===== src/rtl/muldiv_ctrl.sv =====
// rtl/muldiv_ctrl.sv - iterative MULT/MULTU/DIV/DIVU sequencer with pipeline stall
// One shared 64-bit accumulator: shift-add (LSB first) for multiply, restoring divide (MSB first).
module muldiv_ctrl #(
  parameter int DATA_W = 32
) (
  input  logic              clk,
  input  logic              resetn,
  input  logic              start,
  input  logic [1:0]        op,
  input  logic [DATA_W-1:0] src_a,
  input  logic [DATA_W-1:0] src_b,
  input  logic              cancel,
  output logic              busy,
  output logic              stall,
  output logic              res_valid,
  output logic [DATA_W-1:0] hi,
  output logic [DATA_W-1:0] lo
);
  localparam int CNT_W = $clog2(DATA_W);

  typedef enum logic [2:0] {S_IDLE, S_PREP, S_RUN, S_FIXUP, S_DONE} state_t;

  state_t              state_q, state_d;
  logic [1:0]          op_q, op_d;
  logic [DATA_W-1:0]   a_q, a_d, b_q, b_d, opnd_q, opnd_d;
  logic [2*DATA_W-1:0] acc_q, acc_d;
  logic                negq_q, negq_d, negr_q, negr_d, div0_q, div0_d;
  logic [CNT_W-1:0]    cnt_q, cnt_d;
  logic [DATA_W-1:0]   hi_q, hi_d, lo_q, lo_d;

  logic                is_div, is_signed, last_iter;
  logic [DATA_W-1:0]   abs_a, abs_b;
  logic [DATA_W:0]     mul_sum, div_shift;
  logic [DATA_W-1:0]   div_sub;
  logic                div_ge;
  logic [2*DATA_W-1:0] prod_fix;
  logic [DATA_W-1:0]   quo_fix, rem_fix;

  assign is_div    = op_q[1];
  assign is_signed = ~op_q[0];
  assign last_iter = (cnt_q == CNT_W'(DATA_W - 1));
  assign abs_a     = (is_signed && a_q[DATA_W-1]) ? -a_q : a_q;
  assign abs_b     = (is_signed && b_q[DATA_W-1]) ? -b_q : b_q;

  assign mul_sum   = {1'b0, acc_q[2*DATA_W-1:DATA_W]} + (acc_q[0] ? {1'b0, opnd_q} : '0);
  // Partial remainder is always below the divisor, so the low W bits of the difference are exact when ge.
  assign div_shift = acc_q[2*DATA_W-1:DATA_W-1];
  assign div_ge    = (div_shift >= {1'b0, opnd_q});
  assign div_sub   = div_shift[DATA_W-1:0] - opnd_q;

  assign prod_fix  = negq_q ? -acc_q : acc_q;
  assign quo_fix   = negq_q ? -acc_q[DATA_W-1:0] : acc_q[DATA_W-1:0];
  assign rem_fix   = negr_q ? -acc_q[2*DATA_W-1:DATA_W] : acc_q[2*DATA_W-1:DATA_W];

  always_ff @(posedge clk or negedge resetn) begin
    if (!resetn) state_q <= S_IDLE;
    else         state_q <= state_d;
  end

  always_comb begin
    state_d = state_q;
    if (cancel) begin
      state_d = S_IDLE;
    end else begin
      case (state_q)
        S_IDLE:  if (start) state_d = S_PREP;
        S_PREP:  state_d = S_RUN;
        S_RUN:   if (last_iter) state_d = S_FIXUP;
        S_FIXUP: state_d = S_DONE;
        S_DONE:  state_d = S_IDLE;
        default: state_d = S_IDLE;
      endcase
    end
  end

  always_comb begin
    busy      = (state_q == S_PREP) || (state_q == S_RUN) || (state_q == S_FIXUP);
    stall     = busy || ((state_q == S_IDLE) && start && !cancel);
    res_valid = (state_q == S_DONE);
  end

  always_comb begin
    op_d   = op_q;
    a_d    = a_q;
    b_d    = b_q;
    opnd_d = opnd_q;
    acc_d  = acc_q;
    negq_d = negq_q;
    negr_d = negr_q;
    div0_d = div0_q;
    cnt_d  = cnt_q;
    hi_d   = hi_q;
    lo_d   = lo_q;
    case (state_q)
      S_IDLE: if (start && !cancel) begin
        op_d = op;
        a_d  = src_a;
        b_d  = src_b;
      end
      S_PREP: begin
        opnd_d = is_div ? abs_b : abs_a;
        acc_d  = {{DATA_W{1'b0}}, (is_div ? abs_a : abs_b)};
        negq_d = is_signed && (a_q[DATA_W-1] ^ b_q[DATA_W-1]);
        negr_d = is_signed && a_q[DATA_W-1];
        div0_d = is_div && (b_q == '0);
        cnt_d  = '0;
      end
      S_RUN: begin
        if (is_div) acc_d = {(div_ge ? div_sub : div_shift[DATA_W-1:0]), acc_q[DATA_W-2:0], div_ge};
        else        acc_d = {mul_sum, acc_q[DATA_W-1:1]};
        cnt_d = cnt_q + CNT_W'(1);
      end
      S_FIXUP: if (!cancel) begin
        if (!is_div) begin
          hi_d = prod_fix[2*DATA_W-1:DATA_W];
          lo_d = prod_fix[DATA_W-1:0];
        end else if (div0_q) begin
          hi_d = a_q;
          lo_d = '1;
        end else begin
          hi_d = rem_fix;
          lo_d = quo_fix;
        end
      end
      default: ;
    endcase
  end

  always_ff @(posedge clk or negedge resetn) begin
    if (!resetn) begin
      op_q   <= '0;
      a_q    <= '0;
      b_q    <= '0;
      opnd_q <= '0;
      acc_q  <= '0;
      negq_q <= 1'b0;
      negr_q <= 1'b0;
      div0_q <= 1'b0;
      cnt_q  <= '0;
      hi_q   <= '0;
      lo_q   <= '0;
    end else begin
      op_q   <= op_d;
      a_q    <= a_d;
      b_q    <= b_d;
      opnd_q <= opnd_d;
      acc_q  <= acc_d;
      negq_q <= negq_d;
      negr_q <= negr_d;
      div0_q <= div0_d;
      cnt_q  <= cnt_d;
      hi_q   <= hi_d;
      lo_q   <= lo_d;
    end
  end

  assign hi = hi_q;
  assign lo = lo_q;
endmodule


===== config.mk =====
export PLATFORM = sky130hd
export DESIGN_NAME = muldiv_ctrl
export DESIGN_NICKNAME = d
export VERILOG_FILES = /design/src/rtl/muldiv_ctrl.sv
export SDC_FILE = /design/constraint.sdc
export NUM_CORES = 1
export LEC_CHECK = 0
export CAP_MARGIN = 20
export CORE_ASPECT_RATIO = 0.9
export CORE_MARGIN = 10
export CORE_UTILIZATION = 50
export DETAILED_ROUTE_END_ITERATION = 6
export GPL_ROUTABILITY_DRIVEN = 0
export PLACE_DENSITY = 0.67
export SYNTH_ARGS = -nofsm -noshare
export SYNTH_HDL_FRONTEND = slang
export SYNTH_SLANG_ARGS = --single-unit

===== constraint.sdc =====
create_clock -name clk -period 4.74 [get_ports clk]
set_clock_uncertainty 0.05 [all_clocks]
set_input_delay 0.711 -clock clk [delete_from_list [all_inputs] [get_ports clk]]
set_output_delay 0.711 -clock clk [all_outputs]
set_load 0.02 [all_outputs]

==> impl_metrics.ini <==
[run_status]
outcome = finished clean

[clocking]
holdBufCountCts = 0
cts.sinks = 237
clock_latency_ns = 0.58
ctsLongestPathBuffers = 3
cts_tree = built
cts_root_buf = clkbuf_16
clk_pin_slew_ns = 0.06
htree_num_levels = 1
cts_made_buffers = 28

[synthesis]
async_flop_share_pct = 100
synth_edf_count = 0
synthTopCellsByArea = dfrtp_1 33%, o21ai_0 5.7%, nand2_1 5.6%
synthCells = 2167
synth_ff_type = dfrtp_1
synth_top_area_cell = dfrtp_1
synth_seq_area_share_pct = 33.1
ys_warn_count = 0
synth.avg_cell_area_um2 = 8.26
yosys.area.top_type_share_pct = 33.1
synth_area_mm2 = 0.0179
syn-num-nets = 2309
ys_ff_latch = 237
synth.distinct_cells = 76

[pwr]
p_leak_nw = 8.99
peakVddDrop_mv = 0.309
p_per_area_mw_per_mm2 = 741

[finish]
nets = 2386
area_growth_syn_to_layout_pct = 15.6
instances_no_fill = 2734
fill_cells = 3159
final_layout_size_suffix_gt1_share_pct = 8.57
num_antenna_cells = 0

[sta]
finalHoldViolations = 0
finalSetupViolCount = 0
max_freq_ghz = 0.230
worstMarginPinSlew_ns = 1.01
min_period_ns = 4.34
fin_setup_tns_ns = 0
finalMaxSlewViolations = 0
fin_crit_sh_pct = 91.6
fin_ws_ns = 0.398
max_slew_margin_pct = 32.6
rsz0062_at_grt = false

[floorplan]
die_h_um = 199
die_x_um = 219
ios = 137
die_area_mm2 = 0.0438
coreArea_mm2 = 0.0352
num_rows = 65
initial_core_util_pct = 50.8

[drt]
ant_nets = 0
viasPerCell = 6.34
wire_per_inst_um = 22.7
post-route-drc-count = 0
wl_mm = 62.2
drtIter0Drc = 1851
dr_total_vias = 17341
drtPass1Iterations = 6

[worst_setup_path]
slowest_stage = and2_1
r2r_start = acc_q[55]$_DFFE_PN0P_
start_kind = flip-flop
endpoint_kind = flip-flop
crit_chain = ha_1 > a21oi_1 > o21ai_0 > a41oi_1 > a31oi_1 > nor4_2 > and2_1 > buf_4 > mux2i_1 > a21oi_1 > a22o_1
cpMostUsedCell = a21oi_1
cp.arrival_ns = 4.73
worstSetupStartpoint = acc_q[55]$_DFFE_PN0P_
critical_path_required_ns = 5.13
rr_worst_depth = 11
r2r_end = acc_q[37]$_DFFE_PN0P_
criticalPathCategory = flip-flop to flip-flop
path_delay_family = compound AO/OA/AOI/OAI gates
worstPathMaxFanout = 20
cpPeakStageDelay_ns = 0.78
cp_num_buf_inv = 1
rrSetupSlack_ns = 0.40

[grt]
grt_max_degree = 100
grt_pass1_wl_mm = 95.3
antenna_found_initial = 3
grt-ovfl-total = 0
grt_use_total_pct = 27.7
grt_pass1_vias = 16125

[place]
dp_slack_ns = 0.389
numPortBuffers = 136
placedCellCount = 2682
hpwl_mm = 47.4

[worst_hold_path]
hold_class = input pin to async pin

[job]
maxCapViolCount = 0
[where the power goes]
part	internal, W	leakage (nW)	switching (W)
Clock	0.00131	0.464	0.000909
Sequential	0.00275	2.97	0.00110
Combinational	0.00371	5.55	0.00555
[final cells by class]
type / instances / area [um^2] / share of cell area (%)
Inverter: 70 / 263 / 1.27
Sequential cell: 237 / 5930 / 28.7
Timing Repair Buffer: 184 / 1730 / 8.39
Tap cell: 469 / 587 / 2.84
Clock inverter: 13 / 135 / 0.653
Multi-Input combinational cell: 1723 / 11200 / 54.2
Clock buffer: 38 / 810 / 3.91
[worst reg2reg max path, stage by stage (launching register included)]
cell and delay (ns):
dfrtp_1 0.47, ha_1 0.42, a21oi_1 0.23, o21ai_0 0.32
a41oi_1 0.31, a31oi_1 0.16, nor4_2 0.55, and2_1 0.78
buf_4 0.38, mux2i_1 0.22, a21oi_1 0.09, a22o_1 0.23
[registers in the layout (all words and copies together) (netlist names)]
signal and count:
a_q 32, acc_q 64, b_q 32, cnt_q 5, div0_q 1, hi 32
lo 32, negq_q 1, negr_q 1, op_q 2, opnd_q 32, state_q 3
[how the worst max path moves through the flow]
stage                                 end  slack, ns  cells past startpoint
floorplan              hi[30]$_DFFE_PN0P_       1.45                     12
finish              acc_q[37]$_DFFE_PN0P_       0.40                     11
global placement    acc_q[37]$_DFFE_PN0P_       0.72                     11
global route        acc_q[39]$_DFFE_PN0P_       0.16                     11
detailed placement  acc_q[35]$_DFFE_PN0P_       0.39                     11
CTS                 acc_q[35]$_DFFE_PN0P_       0.32                     11
[through the flow]
stage	hold slack (ns)	area, um^2	power [W]	utilization (%)
2_1_floorplan	0.365	17900	0.00981	-
3_3_place_gp	0.408	19700	0.0126	56.0
3_5_place_dp	0.415	19700	0.0128	56.0
4_1_cts	0.126	20700	0.0151	58.7
5_1_grt	0.131	20700	0.0163	58.7
6_report	0.0509	20700	0.0153	58.7
[layout by cell type, fill, tap and decap left out, types with 18 or more instances in the layout]
cell type,count
a21o_1,33
a21oi_1,164
a31oi_1,20
buf_4,47
clkbuf_16,29
clkdlybuf4s50_1,135
dfrtp_1,236
ha_1,70
inv_1,67
mux2_2,69
mux2i_1,69
nand2_1,265
nand3_1,35
nor2_1,183
nor3_1,38
nor4_1,18
o211ai_1,27
o21ai_0,203
o221ai_1,35
o31ai_1,24
or3_1,30
xnor2_1,99
xor2_1,85
[layer usage]
| layer | GRT usage (%) | vias up | share of wire, % | wire (um) |
|---|---|---|---|---|
| li1 | - | 7962 | - | - |
| met1 | 39.0 | 8303 | 43 | 26500 |
| met2 | 39.9 | 928 | 42 | 26100 |
| met3 | 6.42 | 148 | 11 | 6780 |
| met4 | 11.7 | 0 | 4.6 | 2860 |
| met5 | 0 | - | 0 | 0 |
[what timing repair did]
action / in CTS / in global routing
gates resized for setup: 0 / 1
endpoints found under the setup margin: 0 / 9
setup buffers: 0 / 0
[synthesized netlist by cell type, types with 8 or more instances]
| library cell | n |
|---|---|
| a211oi_1 | 15 |
| a21o_1 | 33 |
| a21oi_1 | 164 |
| a22o_1 | 13 |
| a31oi_1 | 20 |
| and2_1 | 9 |
| and3_1 | 15 |
| buf_1 | 20 |
| buf_2 | 8 |
| clkbuf_1 | 109 |
| dfrtp_1 | 237 |
| ha_1 | 70 |
| inv_1 | 67 |
| mux2_2 | 69 |
| mux2i_1 | 69 |
| nand2_1 | 266 |
| nand2b_1 | 16 |
| nand3_1 | 37 |
| nand4_1 | 14 |
| nor2_1 | 185 |
| nor2b_1 | 17 |
| nor3_1 | 38 |
| nor4_1 | 19 |
| o211ai_1 | 27 |
| o21a_1 | 13 |
| o21ai_0 | 203 |
| o21bai_1 | 12 |
| o221ai_1 | 35 |
| o31ai_1 | 24 |
| o41ai_1 | 12 |
| or3_1 | 30 |
| or4_1 | 17 |
| xnor2_1 | 99 |
| xor2_1 | 85 |
[logic make-up after synthesis]
family | Yosys count | synth area share, %
adders and majority gates | 72 | 5.12
AOI/OAI and AO/OA | 635 | 22.2
xor gates and xnor gates | 184 | 9.01
DFF | 237 | 33.1
buffers and inverters | 207 | 4.40
and+or+nand+nor | 693 | 17.9
muxes | 139 | 8.29
No activity file was read; power rests on OpenSTA's default activity.
